===== config.mk =====
export PLATFORM = sky130hd
export DESIGN_NAME = mem_tx_arbiter
export DESIGN_NICKNAME = d
export VERILOG_FILES = /design/src/rtl/mem_tx_arbiter.sv
export SDC_FILE = /design/constraint.sdc
export NUM_CORES = 1
export LEC_CHECK = 0
export CAP_MARGIN = 20
export CORE_ASPECT_RATIO = 0.7
export CORE_MARGIN = 2
export CORE_UTILIZATION = 34
export DETAILED_ROUTE_END_ITERATION = 10
export PLACE_DENSITY = 0.79
export SYNTH_ARGS = -nofsm -noshare
export SYNTH_HDL_FRONTEND = slang
export SYNTH_SLANG_ARGS = --single-unit
export TNS_END_PERCENT = 1

===== constraint.sdc =====
create_clock -name clk -period 2 [get_ports clk]
set_input_delay 0.4 -clock clk [delete_from_list [all_inputs] [get_ports clk]]
set_output_delay 0.4 -clock clk [all_outputs]
set_load 0.05 [all_outputs]

===== src/rtl/mem_tx_arbiter.sv =====
// Purpose : arbitrates NUM_CH requesters onto one memory TX channel and steers RX strobes back to the read's issuer via a tag FIFO.
// Latency : TX mux and grant are combinational (0 cycles); a queued tag reaches the FIFO head the cycle after it is pushed.
// Backpr. : reply-wanted commands are held off (tx_command_valid=0) while the tag FIFO is full; non-reply commands always pass.
//
// Ports:
//   clk, reset                 clock, async active-low reset
//   ch_cmd_valid/ch_reserve    per-channel request / grant-hold without a command
//   ch_reply_wanted            command expects an RX reply (queues a tag on start)
//   ch_cmd, ch_data            flattened per-channel command and payload
//   tx_command_valid/_command/tx_data  muxed request toward the memory interface
//   tx_* / rx_* inputs         memory interface strobes
//   grant                      one-hot current TX owner
//   ch_tx_*, ch_rx_*           strobes fanned back to the TX owner / oldest outstanding reader
//   full, empty, rx_orphan     tag FIFO status and sticky reply-without-request flag
module mem_tx_arbiter #(
    parameter int NUM_CH          = 2,
    parameter int IO_BITS         = 2,
    parameter int CMD_BITS        = 3,
    parameter int MAX_OUTSTANDING = 3,
    parameter int ARB_MODE        = 0,
    parameter int DEFAULT_CH      = 0,
    parameter int PAYLOAD_CYCLES  = 8
) (
    input  logic                         clk,
    input  logic                         reset,
    input  logic [NUM_CH-1:0]            ch_cmd_valid,
    input  logic [NUM_CH-1:0]            ch_reserve,
    input  logic [NUM_CH-1:0]            ch_reply_wanted,
    input  logic [NUM_CH*CMD_BITS-1:0]   ch_cmd,
    input  logic [NUM_CH*IO_BITS-1:0]    ch_data,
    output logic                         tx_command_valid,
    output logic [CMD_BITS-1:0]          tx_command,
    output logic [IO_BITS-1:0]           tx_data,
    input  logic                         tx_command_started,
    input  logic                         tx_active,
    input  logic                         tx_data_next,
    input  logic                         tx_done,
    input  logic                         rx_started,
    input  logic                         rx_active,
    input  logic                         rx_sbs_valid,
    input  logic                         rx_data_valid,
    input  logic                         rx_done,
    output logic [NUM_CH-1:0]            grant,
    output logic [NUM_CH-1:0]            ch_tx_started,
    output logic [NUM_CH-1:0]            ch_tx_active,
    output logic [NUM_CH-1:0]            ch_tx_data_next,
    output logic [NUM_CH-1:0]            ch_tx_done,
    output logic [NUM_CH-1:0]            ch_rx_started,
    output logic [NUM_CH-1:0]            ch_rx_active,
    output logic [NUM_CH-1:0]            ch_rx_sbs_valid,
    output logic [NUM_CH-1:0]            ch_rx_data_valid,
    output logic [NUM_CH-1:0]            ch_rx_done,
    output logic                         full,
    output logic                         empty,
    output logic                         rx_orphan
);

    localparam int CH_W  = (NUM_CH > 1) ? $clog2(NUM_CH) : 1;
    localparam int PTR_W = (MAX_OUTSTANDING > 1) ? $clog2(MAX_OUTSTANDING) : 1;
    localparam int CNT_W = $clog2(MAX_OUTSTANDING + 1);

    // Illegal parameter sets elaborate this empty scope; it exists only so a
    // netlist viewer shows the mis-configuration by name.
    if (NUM_CH < 2 || MAX_OUTSTANDING < 1 || PAYLOAD_CYCLES < 1) begin : g_bad_params
    end

    logic [NUM_CH-1:0] want;
    logic [CH_W-1:0]   arb_idx;
    logic [CH_W-1:0]   gnt_idx;
    logic [CH_W:0]     rr_sum;
    logic [CH_W-1:0]   grant_idx_q, grant_idx_d;
    logic [CH_W-1:0]   rr_ptr_q, rr_ptr_d;

    logic [CH_W-1:0]   tag_mem_q [MAX_OUTSTANDING];
    logic [CH_W-1:0]   tag_mem_d [MAX_OUTSTANDING];
    logic [PTR_W-1:0]  rd_ptr_q, rd_ptr_d;
    logic [PTR_W-1:0]  wr_ptr_q, wr_ptr_d;
    logic [CNT_W-1:0]  cnt_q, cnt_d;
    logic              rx_orphan_q, rx_orphan_d;
    logic              fifo_push, fifo_pop;
    logic [CH_W-1:0]   head_idx;
    logic [NUM_CH-1:0] head_oh;

    function automatic logic [PTR_W-1:0] ptr_inc(input logic [PTR_W-1:0] p);
        return (p == PTR_W'(MAX_OUTSTANDING - 1)) ? '0 : p + 1'b1;
    endfunction

    // Arbitration over the requesters that either have a command or hold a reservation.
    always_comb begin
        want    = ch_cmd_valid | ch_reserve;
        arb_idx = CH_W'(DEFAULT_CH);
        rr_sum  = '0;
        if (ARB_MODE == 0) begin
            // Ascending scan: the last (highest) requester seen wins.
            for (int i = 0; i < NUM_CH; i++) begin
                if (want[i]) arb_idx = CH_W'(i);
            end
        end else begin
            // Descending offset scan from the pointer: the smallest offset wins.
            for (int off = NUM_CH - 1; off >= 0; off--) begin
                rr_sum = {1'b0, rr_ptr_q} + (CH_W+1)'(off);
                if (rr_sum >= (CH_W+1)'(NUM_CH)) rr_sum = rr_sum - (CH_W+1)'(NUM_CH);
                if (want[rr_sum[CH_W-1:0]]) arb_idx = rr_sum[CH_W-1:0];
            end
        end
    end

    // Ownership is frozen for the whole transfer; otherwise it tracks the arbiter live.
    always_comb begin
        gnt_idx     = tx_active ? grant_idx_q : arb_idx;
        grant_idx_d = gnt_idx;
        rr_ptr_d    = rr_ptr_q;
        if (ARB_MODE != 0 && tx_done) begin
            rr_ptr_d = (gnt_idx == CH_W'(NUM_CH - 1)) ? '0 : gnt_idx + 1'b1;
        end
        grant          = '0;
        grant[gnt_idx] = 1'b1;
    end

    assign tx_command = ch_cmd[gnt_idx*CMD_BITS +: CMD_BITS];
    assign tx_data    = ch_data[gnt_idx*IO_BITS +: IO_BITS];
    // full is taken from the registered count, so a reply leaving this cycle
    // does not open the door for a new read until next cycle.
    assign tx_command_valid = ch_cmd_valid[gnt_idx] & ~(full & ch_reply_wanted[gnt_idx]);

    assign ch_tx_started   = {NUM_CH{tx_command_started}} & grant;
    assign ch_tx_active    = {NUM_CH{tx_active}}          & grant;
    assign ch_tx_data_next = {NUM_CH{tx_data_next}}       & grant;
    assign ch_tx_done      = {NUM_CH{tx_done}}            & grant;

    assign empty     = (cnt_q == '0);
    assign full      = (cnt_q == CNT_W'(MAX_OUTSTANDING));
    assign rx_orphan = rx_orphan_q;
    assign head_idx  = tag_mem_q[rd_ptr_q];

    // Tag FIFO: circular buffer. At full with a simultaneous pop, the write slot
    // equals the slot being read out, so the new tag lands behind the survivors.
    always_comb begin
        tag_mem_d   = tag_mem_q;
        rd_ptr_d    = rd_ptr_q;
        wr_ptr_d    = wr_ptr_q;
        fifo_pop    = rx_done & ~empty;
        fifo_push   = tx_command_started & ch_reply_wanted[gnt_idx] & (~full | fifo_pop);
        rx_orphan_d = rx_orphan_q | (rx_started & empty);
        if (fifo_push) begin
            tag_mem_d[wr_ptr_q] = gnt_idx;
            wr_ptr_d            = ptr_inc(wr_ptr_q);
        end
        if (fifo_pop) begin
            rd_ptr_d = ptr_inc(rd_ptr_q);
        end
        case ({fifo_push, fifo_pop})
            2'b10:   cnt_d = cnt_q + 1'b1;
            2'b01:   cnt_d = cnt_q - 1'b1;
            default: cnt_d = cnt_q;
        endcase
        head_oh = '0;
        if (!empty) head_oh[head_idx] = 1'b1;
    end

    // With nothing outstanding head_oh is zero, so orphan strobes go nowhere.
    assign ch_rx_started    = {NUM_CH{rx_started}}    & head_oh;
    assign ch_rx_active     = {NUM_CH{rx_active}}     & head_oh;
    assign ch_rx_sbs_valid  = {NUM_CH{rx_sbs_valid}}  & head_oh;
    assign ch_rx_data_valid = {NUM_CH{rx_data_valid}} & head_oh;
    assign ch_rx_done       = {NUM_CH{rx_done}}       & head_oh;

    always_ff @(posedge clk or negedge reset) begin
        if (!reset) begin
            grant_idx_q <= CH_W'(DEFAULT_CH);
            rr_ptr_q    <= '0;
            rd_ptr_q    <= '0;
            wr_ptr_q    <= '0;
            cnt_q       <= '0;
            rx_orphan_q <= 1'b0;
            for (int i = 0; i < MAX_OUTSTANDING; i++) tag_mem_q[i] <= '0;
        end else begin
            grant_idx_q <= grant_idx_d;
            rr_ptr_q    <= rr_ptr_d;
            rd_ptr_q    <= rd_ptr_d;
            wr_ptr_q    <= wr_ptr_d;
            cnt_q       <= cnt_d;
            rx_orphan_q <= rx_orphan_d;
            for (int i = 0; i < MAX_OUTSTANDING; i++) tag_mem_q[i] <= tag_mem_d[i];
        end
    end

endmodule


Word level (Yosys, flattened, before mapping)
Cells that the tools add are included.
{ "totals": {"reg_bits": 11, "latchBits": 0, "ram_bits": 0, "rom_bits": 0, "in_bits": 27, "out_inout_bits": 29, "memories": 0} }
{ "classes": {"add_sub_neg": 4, "multipliers": 1, "div": 0, "order_cmp": 7, "eq_ne": 5, "n_shift": 2, "muxes": 20, "bitwise_logic": 23, "n_reduce_logical": 5} }
{ "ops": {"columns": ["operator", "count"], "rows": [
  ["bitwise AND 2 bit", 9],
  ["2-to-1 mux 1 bit", 11],
  ["== test 2 bit, second input constant", 4],
  ["adder 2 x 1 -> 2 bit, second input constant", 3],
  ["bitwise AND 1 bit", 6],
  ["greater-or-equal comparator 3 bit, second input constant", 2],
  ["2-to-1 mux 2 bit", 3],
  ["NOT 2 -> 3 bit", 2],
  ["indexed part select 6 x 4 -> 3 bit", 1],
  ["< comparator 1 x 2 -> 1 bit, second input constant", 2],
  ["one-hot mux 2 bit (2 select lines)", 1],
  ["indexed part select 4 x 3 -> 2 bit", 1],
  ["bitwise mux 3 bit", 1],
  ["logical AND 1 bit", 3],
  ["< comparator 3 x 1 -> 1 bit, second input constant", 1],
  ["multiplier 1 x 2 -> 3 bit, second input constant", 1],
  ["NOT 1 bit", 3],
  ["binary-select mux 1 bit (select 2 bit)", 1],
  ["demux 1 bit (select 1 bit)", 2],
  ["demux 1 bit (select 2 bit)", 1],
  ["== test 2 x 1 -> 1 bit, second input constant", 1],
  ["greater-or-equal comparator 1 bit, second input constant", 2],
  ["logical NOT 2 bit", 1],
  ["OR 1 bit", 2],
  ["other kinds (3)", 3]
]} }

Depth between registers and ports, before layout
Gate-level depths: netlist (run 1).
{ "depth": {"depth_word": 10, "ltp_mapped": 9, "mapped_depth_nobuf": 9} }

Least setup slack after synthesis (run 1)
No wires, ideal clock.
{ "synth_timing": {"path_kind": "input -> output", "startpoint": "in tx_active", "endpoint": "out tx_command_valid", "arrival_time_ns": 1.867, "required_time_ns": 1.600, "setup_slack_ns": -0.267, "cell_stages": 5, "path_buffers": 0, "path_cell_list": "nand2b_2 clkinv_2 o21ai_2 a21oi_1 a21oi_1"} }
{ "synth_via": {"elab_chain_cells": 6, "elab_cells_between_ends": 8} }
{ "synth_rtl": {"columns": ["element", "line_no", "text"], "rows": [
  ["start: declaration", "35", "input logic tx_active,"],
  ["2-to-1 mux 1 bit *", "110", "gnt_idx = tx_active ? grant_idx_q : arb_idx;"],
  ["2-to-1 mux 1 bit (implied by the code) (2 in a row)", "124", "assign tx_command_valid = ch_cmd_valid[gnt_idx] & ~(full & ch_reply_wanted[gnt_idx]);"],
  ["bitwise AND 1 bit", "124", null],
  ["NOT 1 bit", "124", null],
  ["bitwise AND 1 bit *", "124", null],
  ["end: declaration", "31", "output logic tx_command_valid,"]
]} }
Every way passes the cells marked *; elsewhere a longest branch is shown, timed or not. The select of a mux whose other input is x is not followed.

Worst setup path in the final report (run 1)
{ "layout_timing": {"startpoint": "reg rd_ptr_q[1]", "endpoint": "out ch_rx_done[0]"} }
{ "layout_via": {"elab_chain_cells": 10, "elab_cells_between_ends": 11} }
{ "layout_rtl": {"columns": ["element", "line_no", "text"], "rows": [
  ["start: declaration", "76", "logic [PTR_W-1:0] rd_ptr_q, rd_ptr_d;"],
  ["start signal: assignment", "180", "rd_ptr_q <= rd_ptr_d;"],
  ["NOT 2 -> 3 bit (implied by the code) *", "134", "assign head_idx = tag_mem_q[rd_ptr_q];"],
  ["binary-select mux 1 bit (select 2 bit) *", "134", null],
  ["2-to-1 mux 1 bit (implied by the code) * (2 in a row)", "134", null],
  ["< comparator 1 x 2 -> 1 bit (implied by the code) / greater-or-equal comparator 1 bit (equally long branches)", "158", "if (!empty) head_oh[head_idx] = 1'b1;"],
  ["logical AND 1 bit (implied by the code)", "158", null],
  ["2-to-1 mux 1 bit (implied by the code)", "158", null],
  ["demux 1 bit (select 1 bit) *", "158", null],
  ["2-to-1 mux 2 bit *", "158", null],
  ["bitwise AND 2 bit *", "166", "assign ch_rx_done = {NUM_CH{rx_done}} & head_oh;"],
  ["end: declaration", "52", "output logic [NUM_CH-1:0] ch_rx_done,"]
]} }
Marked as above.

==> flow_summary.yaml, run 1 <==
global_route:
  track_usage_pct: 21.0
  grt_pass1_wl_um: 4110
  antenna_found_initial: 0
  grt_pass1_vias: 941
  grt_max_degree: 12
  grt-ovfl-total: 0
cells_and_area:
  fin_cells: 189
  nets: 186
  synthToLayoutAreaGrowth_pct: 119
  antennaDiodeCount: 0
  drive_gt1_share_pct: 52.9
routing:
  vias: 906
  highest_layer: "met4"
  wl_per_cell_um: 15.2
  met3_length_um: 339
  vias_per_cell: 4.79
  drc: 0
  met1_length_um: 1110
  routed_wl_um: 2880
  detail-route-antenna-nets: 0
  drt_iter0_markers: 25
  dr_wl_met2_um: 1380
  drt-pass1-iter-count: 4
critical_path:
  cp.arrival_ns: 1.59
  startpoint_type: "flip-flop"
  endpoint_kind: "output pin"
  critPathMaxFanout: 5
  required_ns: 1.60
  crit_type: "flip-flop to output pin"
clock_tree:
  cts_root_buffer: "clkbuf_4"
  clk_pin_slew_ns: 0.07
  cts_htree_levels: 1
  clock_latency_ns: 0.26
  cts.hold.buffers_added: 0
  cts_made_buffers: 3
  numClockSinks: 11
  tritoncts: "done"
  cts_buffer_depth: 2
synthesis:
  synth_async_sr_flop_share_pct: 100
  synth_warnings: 0
  yosysSeqAreaShare_pct: 35.3
  synth_edf_count: 0
  yosys_most_used_dff: "dfrtp_1"
  synth_seq_cells: 11
  avgSynthCellArea_um2: 9.08
  syn_inst: 86
  synth.net_count: 114
  synth_area_um2: 781
  synth.distinct_cells: 33
floorplan:
  core_area_um2: 2150
  rows: 14
  die_w_um: 61.3
  design.die.area_um2: 2700
  die_h_um: 44.1
  start_util_pct: 36.2
  ios: 56
run:
  max_cap_viol_count: 0
timing:
  setup_viol: 0
  hold_viol: 0
  rsz0062_at_grt: "yes"
  relSlewSlack_pct: 66.4
  fmax_mhz: 503
  fin_crit_sh_pct: 99.4
  period_minus_slack_ns: 1.99
  worst_slew_pin_slew_ns: 0.503
  slew_viol_final: 0
  fin_worst_skew_ns: 0.00191
power_and_ir_drop:
  leakagePower_nw: 0.763
  clock_power_share_pct: 6.4
  vdd_drop_max_v: 0.00129
  sequentialPowerShare_pct: 17.0
  swShare_pct: 49.0
  cellPowerDensity_nw_per_um2: 1360
  p_int_w: 0.00119
  total_power_w: 0.00233
  power_switching_w: 0.00114
  pwr-share-comb_pct: 76.6
placed_design:
  place_inst: 178
  dp_hpwl_um: 2120
  gp_congestion: 0.823
  portBuffers: 54
worst_hold_path:
  worstHoldPathType: "flip-flop to flip-flop"
status:
  status: "complete, no violations"
[through the flow]
| stage | cell area (um2) | TNS, ns | worst slack, ns | hold WS (ns) | util (%) |
|---|---|---|---|---|---|
| global route | 1710 | -0.186 | -0.0510 | 0.476 | 79.4 |
| global placement | 1530 | -3.99 | -0.306 | 0.437 | 71.2 |
| CTS | 1620 | -0.0166 | -0.0166 | 0.467 | 75.4 |
| floorplan | 785 | -0.668 | -0.168 | 0.104 | - |
| detailed placement | 1530 | -4.70 | -0.375 | 0.447 | 71.2 |
| finish | 1710 | 0 | 0.0120 | 0.464 | 79.4 |
[layer usage]
metal  GRT usage, %  vias up
li1               -      432
met1           21.7      417
met2           38.5       51
met3           7.02        6
met4           8.70        0
met5              0        -
[state kept, by name (all words and copies together) (netlist names)]
signal and count:
rx_orphan 1, wr_ptr_q 2, grant_idx_q 1, cnt_q 2, tag_mem_q 3, rd_ptr_q 2
[cells in the final DEF (no fill, tap or decap), types with 5 or more instances in the layout]
| cell | instances |
|---|---|
| clkdlybuf4s50_1 | 23 |
| buf_4 | 18 |
| buf_12 | 15 |
| dfrtp_1 | 11 |
| buf_6 | 10 |
| inv_1 | 7 |
| mux2_2 | 7 |
| nand2_1 | 6 |
| nor2_1 | 6 |
| nor2_2 | 5 |
[worst max-delay path: stages, from the launching register on]
cell	delay (ns)
dfrtp_1	0.43
mux2i_2	0.29
o21ai_0	0.10
buf_4	0.17
nor2_2	0.17
buf_12	0.16
[final cells by class]
| cell class | instances | area [um2] |
|---|---|---|
| Clock buffer | 4 | 26.3 |
| Multi-Input combinational cell | 64 | 527 |
| Timing Repair Buffer | 70 | 810 |
| Tap cell | 32 | 40.0 |
| Fill cell | 142 | 444 |
| Sequential cell | 11 | 275 |
| Inverter | 8 | 32.5 |
[power groups by stage]
stage	logic, W	clock network [W]	registers [W]
final	0.00179	0.000150	0.000397
after global routing	0.00187	0.000155	0.000409
after CTS	0.00172	0.000151	0.000392
after detailed placement	0.00169	0	0.000397
after global placement	0.00165	0	0.000387
after floorplan	0.000925	0	0.000376
[repair_timing]
action                     4_1_cts  5_1_grt
pin swaps                        2        2
gates resized for setup         16       22
setup endpoints to repair       17       15
cloned                           1        0
buffers inserted                 3        3
[path summary, 6_finish.rpt]
| kind | slack [ns] | from | cells past startpoint | end |
|---|---|---|---|---|
| setup / recovery | 0.01 | rd_ptr_q[1] | 5 | ch_rx_done[0] |
| hold reg to reg | 0.46 | rx_orphan | 1 | rx_orphan |
| max in group asynchronous | 1.19 | reset | 1 | tag_mem_q[2] |
| hold / removal | 0.46 | rx_orphan | 1 | rx_orphan |
| min in group asynchronous | 0.47 | reset | 1 | rd_ptr_q[0] |
| setup reg to reg | 0.17 | grant_idx_q | 7 | tag_mem_q[0] |
[cell usage after synthesis (all sizes together) (2+ instances only)]
master   instances  area [um2]
nor2b            5        31.3
nand2            7        26.3
dfrtp           11         275
buf              2        12.5
nor2            12        45.0
o21bai           2        15.0
xnor2            2        17.5
a21oi            3        15.0
inv              7        26.3
nor3             2        15.0
mux2             9         105
o21ai            4        23.8
a2111oi          2        30.0
and3             3        22.5
a21o             2        15.0
[logic make-up after synthesis]
logic type,Yosys count,synth area share (%)
and+or+nand+nor,34,22.9
AOI/OAI and AO/OA,16,16.0
buffers and inverters,11,6.09
DFF,11,35.3
muxes,10,14.7
xor gates and xnor gates,3,3.37
adders and majority gates,1,1.60
No activity file was read; power rests on OpenSTA's default activity.
==> run 2, diff against run 1 <==
Settings changed: CELL_PAD_IN_SITES_DETAIL_PLACEMENT set to 1, CELL_PAD_IN_SITES_GLOBAL_PLACEMENT set to 1, CORE_UTILIZATION 34 to 23, PLACE_DENSITY 0.79 to not set, PLACE_DENSITY_LB_ADDON set to 0.1.
==> run 2 against run 1 <==
Wire length decreased by 11%. Cell count increased by 0.53%. Sequential share of layout area increased by 0.52 points. Core utilization decreased by 27 points. Largest cell class unchanged. Sequential power about the same. Global-route usage decreased by 6.6 points.
==> flow_summary.yaml, run 2 (synthesized netlist as in run 1, its figures left out) <==
clock_tree:
  clock_latency_ns: 0.24
  post_cts_buffers: 0
  cts_made_buffers: 3
  cts.hold.buffers_added: 0
  cts_root_buffer: "clkbuf_8"
  cts_buffer_depth: 2
  tritoncts: "done"
  numClockSinks: 11
  clk_pin_slew_ns: 0.05
  cts_htree_levels: 1
global_route:
  grt-ovfl-total: 0
  grt_max_degree: 12
  grt_pass1_wl_um: 4270
  antenna_found_initial: 0
  track_usage_pct: 14.4
  grt_pass1_vias: 946
worst_hold_path:
  min_to: "rx_orphan"
  worstHoldStart: "rx_orphan"
  worstHoldPathType: "flip-flop to flip-flop"
  whs_path_depth: 1
floorplan:
  design.die.area_um2: 3880
  rows: 17
  die_h_um: 52.7
  die_w_um: 73.6
  core_area_um2: 3190
  ios: 56
  start_util_pct: 24.5
cells_and_area:
  multiInputGateArea_um2: 503
  largest_reg_flops: 3
  layout_commonest_cell: "clkdlybuf4s50_1"
  mostFrequentLayoutCells: "clkdlybuf4s50_1 (23), buf_4 (18), buf_12 (15)"
  nets: 181
  regMostFlops: "tag_mem_q"
  num-fill-cells: 354
  drive_gt1_share_pct: 44.7
  synthToLayoutAreaGrowth_pct: 112
  antennaDiodeCount: 0
  final-seq-area_um2: 275
  stdcell_area_um2: 1660
timing:
  hold_viol: 0
  slew_viol_final: 0
  holdWs_ns: 0.462
  setup_viol: 0
  rsz0062_at_grt: "yes"
  tns_ns: 0
  worst_slew_pin_slew_ns: 0.500
  fin_crit_sh_pct: 96.7
  period_minus_slack_ns: 1.93
  fin_worst_skew_ns: 0.00437
  relSlewSlack_pct: 66.6
  fmax_mhz: 517
routing:
  drt-pass1-iter-count: 2
  wl_per_cell_um: 13.5
  drc: 0
  detail-route-antenna-nets: 0
  vias: 859
  routed_wl_um: 2570
  drt_iter0_markers: 48
  vias_per_cell: 4.52
power_and_ir_drop:
  power_switching_w: 0.00110
  pwr-share-comb_pct: 73.2
  swShare_pct: 47.8
  total_power_w: 0.00231
  cellPowerDensity_nw_per_um2: 1390
  clock_power_share_pct: 9.7
  sequentialPowerShare_pct: 17.1
  vdd_drop_max_v: 0.000902
  leakagePower_nw: 0.750
  p_int_w: 0.00120
critical_path:
  cp.arrival_ns: 1.53
  startpoint_type: "input port"
  required_ns: 1.60
  critPathMaxFanout: 4
  crit_type: "input port to output pin"
  rr_worst_depth: 6
  timing.rr.end: "tag_mem_q[1]"
  r2r_slack_ns: 0.26
  timing.rr.start: "grant_idx_q"
  endpoint_kind: "output pin"
status:
  status: "complete, no violations"
run:
  max_cap_viol_count: 0
placed_design:
  dp_hpwl_um: 2270
  placed_area_um2: 1560
  gp_congestion: 0.794
  portBuffers: 54
[run 2: changes by cell type in the layout (fill, tap and decap cells not counted), moves of 2 or more]
| cell | delta |
|---|---|
| a21oi_1 | +2 |
| a21oi_2 | -2 |
| clkbuf_8 | +3 |
| clkbuf_4 | -3 |
| buf_6 | -4 |
| nor2_2 | -4 |
| nor2b_1 | +2 |
| nor2b_2 | -2 |
| nor2_1 | +4 |
[run 2: what timing repair did]
item                                    4_1_cts  5_1_grt
endpoints found under the hold margin         0        0
pin swaps                                     1        3
endpoints found under the setup margin       23       20
resized for setup                            11       13
gates cloned                                  0        0
[run 2: critical path, stage by stage]
cell and delay [ns]:
clkdlybuf4s15_1 0.23, or3_4 0.39, nand3_4 0.11, a21oi_1 0.07, a21oi_2 0.16, buf_12 0.16
[run 2: metal layers]
metal	vias to the layer above	part of all wire, %	track usage (%)
li1	423	-	-
met1	409	46	19.1
met2	25	49	23.7
met3	2	4.2	4.42
met4	0	0.66	1.82
met5	-	0	0
[run 2: area by class of cell]
cell class                      instances  area share [%]
Sequential cell                        11            16.6
Clock buffer                            4            2.72
Tap cell                               38            2.87
Timing Repair Buffer                   65            45.5
Multi-Input combinational cell         64            30.4
Inverter                                8            1.96
[run 2: worst max path at each step]
| stage | start | to | slack [ns] |
|---|---|---|---|
| floorplan | grant_idx_q | ch_tx_data_next[0] | -0.17 |
| global placement | tx_active | tx_command[0] | -0.31 |
| detailed placement | tx_active | tx_data[1] | -0.37 |
| CTS | tx_active | tx_data[0] | -0.07 |
| global route | rd_ptr_q[0] | ch_rx_data_valid[0] | -0.04 |
| finish | ch_reserve[1] | tx_command_valid | 0.07 |
[run 2: power by group through the flow]
stage | Clock (W) | Combinational (W) | Sequential (W)
2_1_floorplan | 0 | 0.000925 | 0.000376
3_3_place_gp | 0 | 0.00166 | 0.000387
3_5_place_dp | 0 | 0.00168 | 0.000401
4_1_cts | 0.000234 | 0.00170 | 0.000396
5_1_grt | 0.000248 | 0.00179 | 0.000406
6_report | 0.000224 | 0.00169 | 0.000395
[run 2: metrics by stage]
step / cells / worst slack [ns] / util [%]
after global routing: 190 / -0.0385 / 51.9
after floorplan: 86 / -0.168 / -
final: 190 / 0.0668 / 51.9
after global placement: 186 / -0.312 / 48.8
after CTS: 190 / -0.0691 / 50.9
after detailed placement: 186 / -0.369 / 48.8
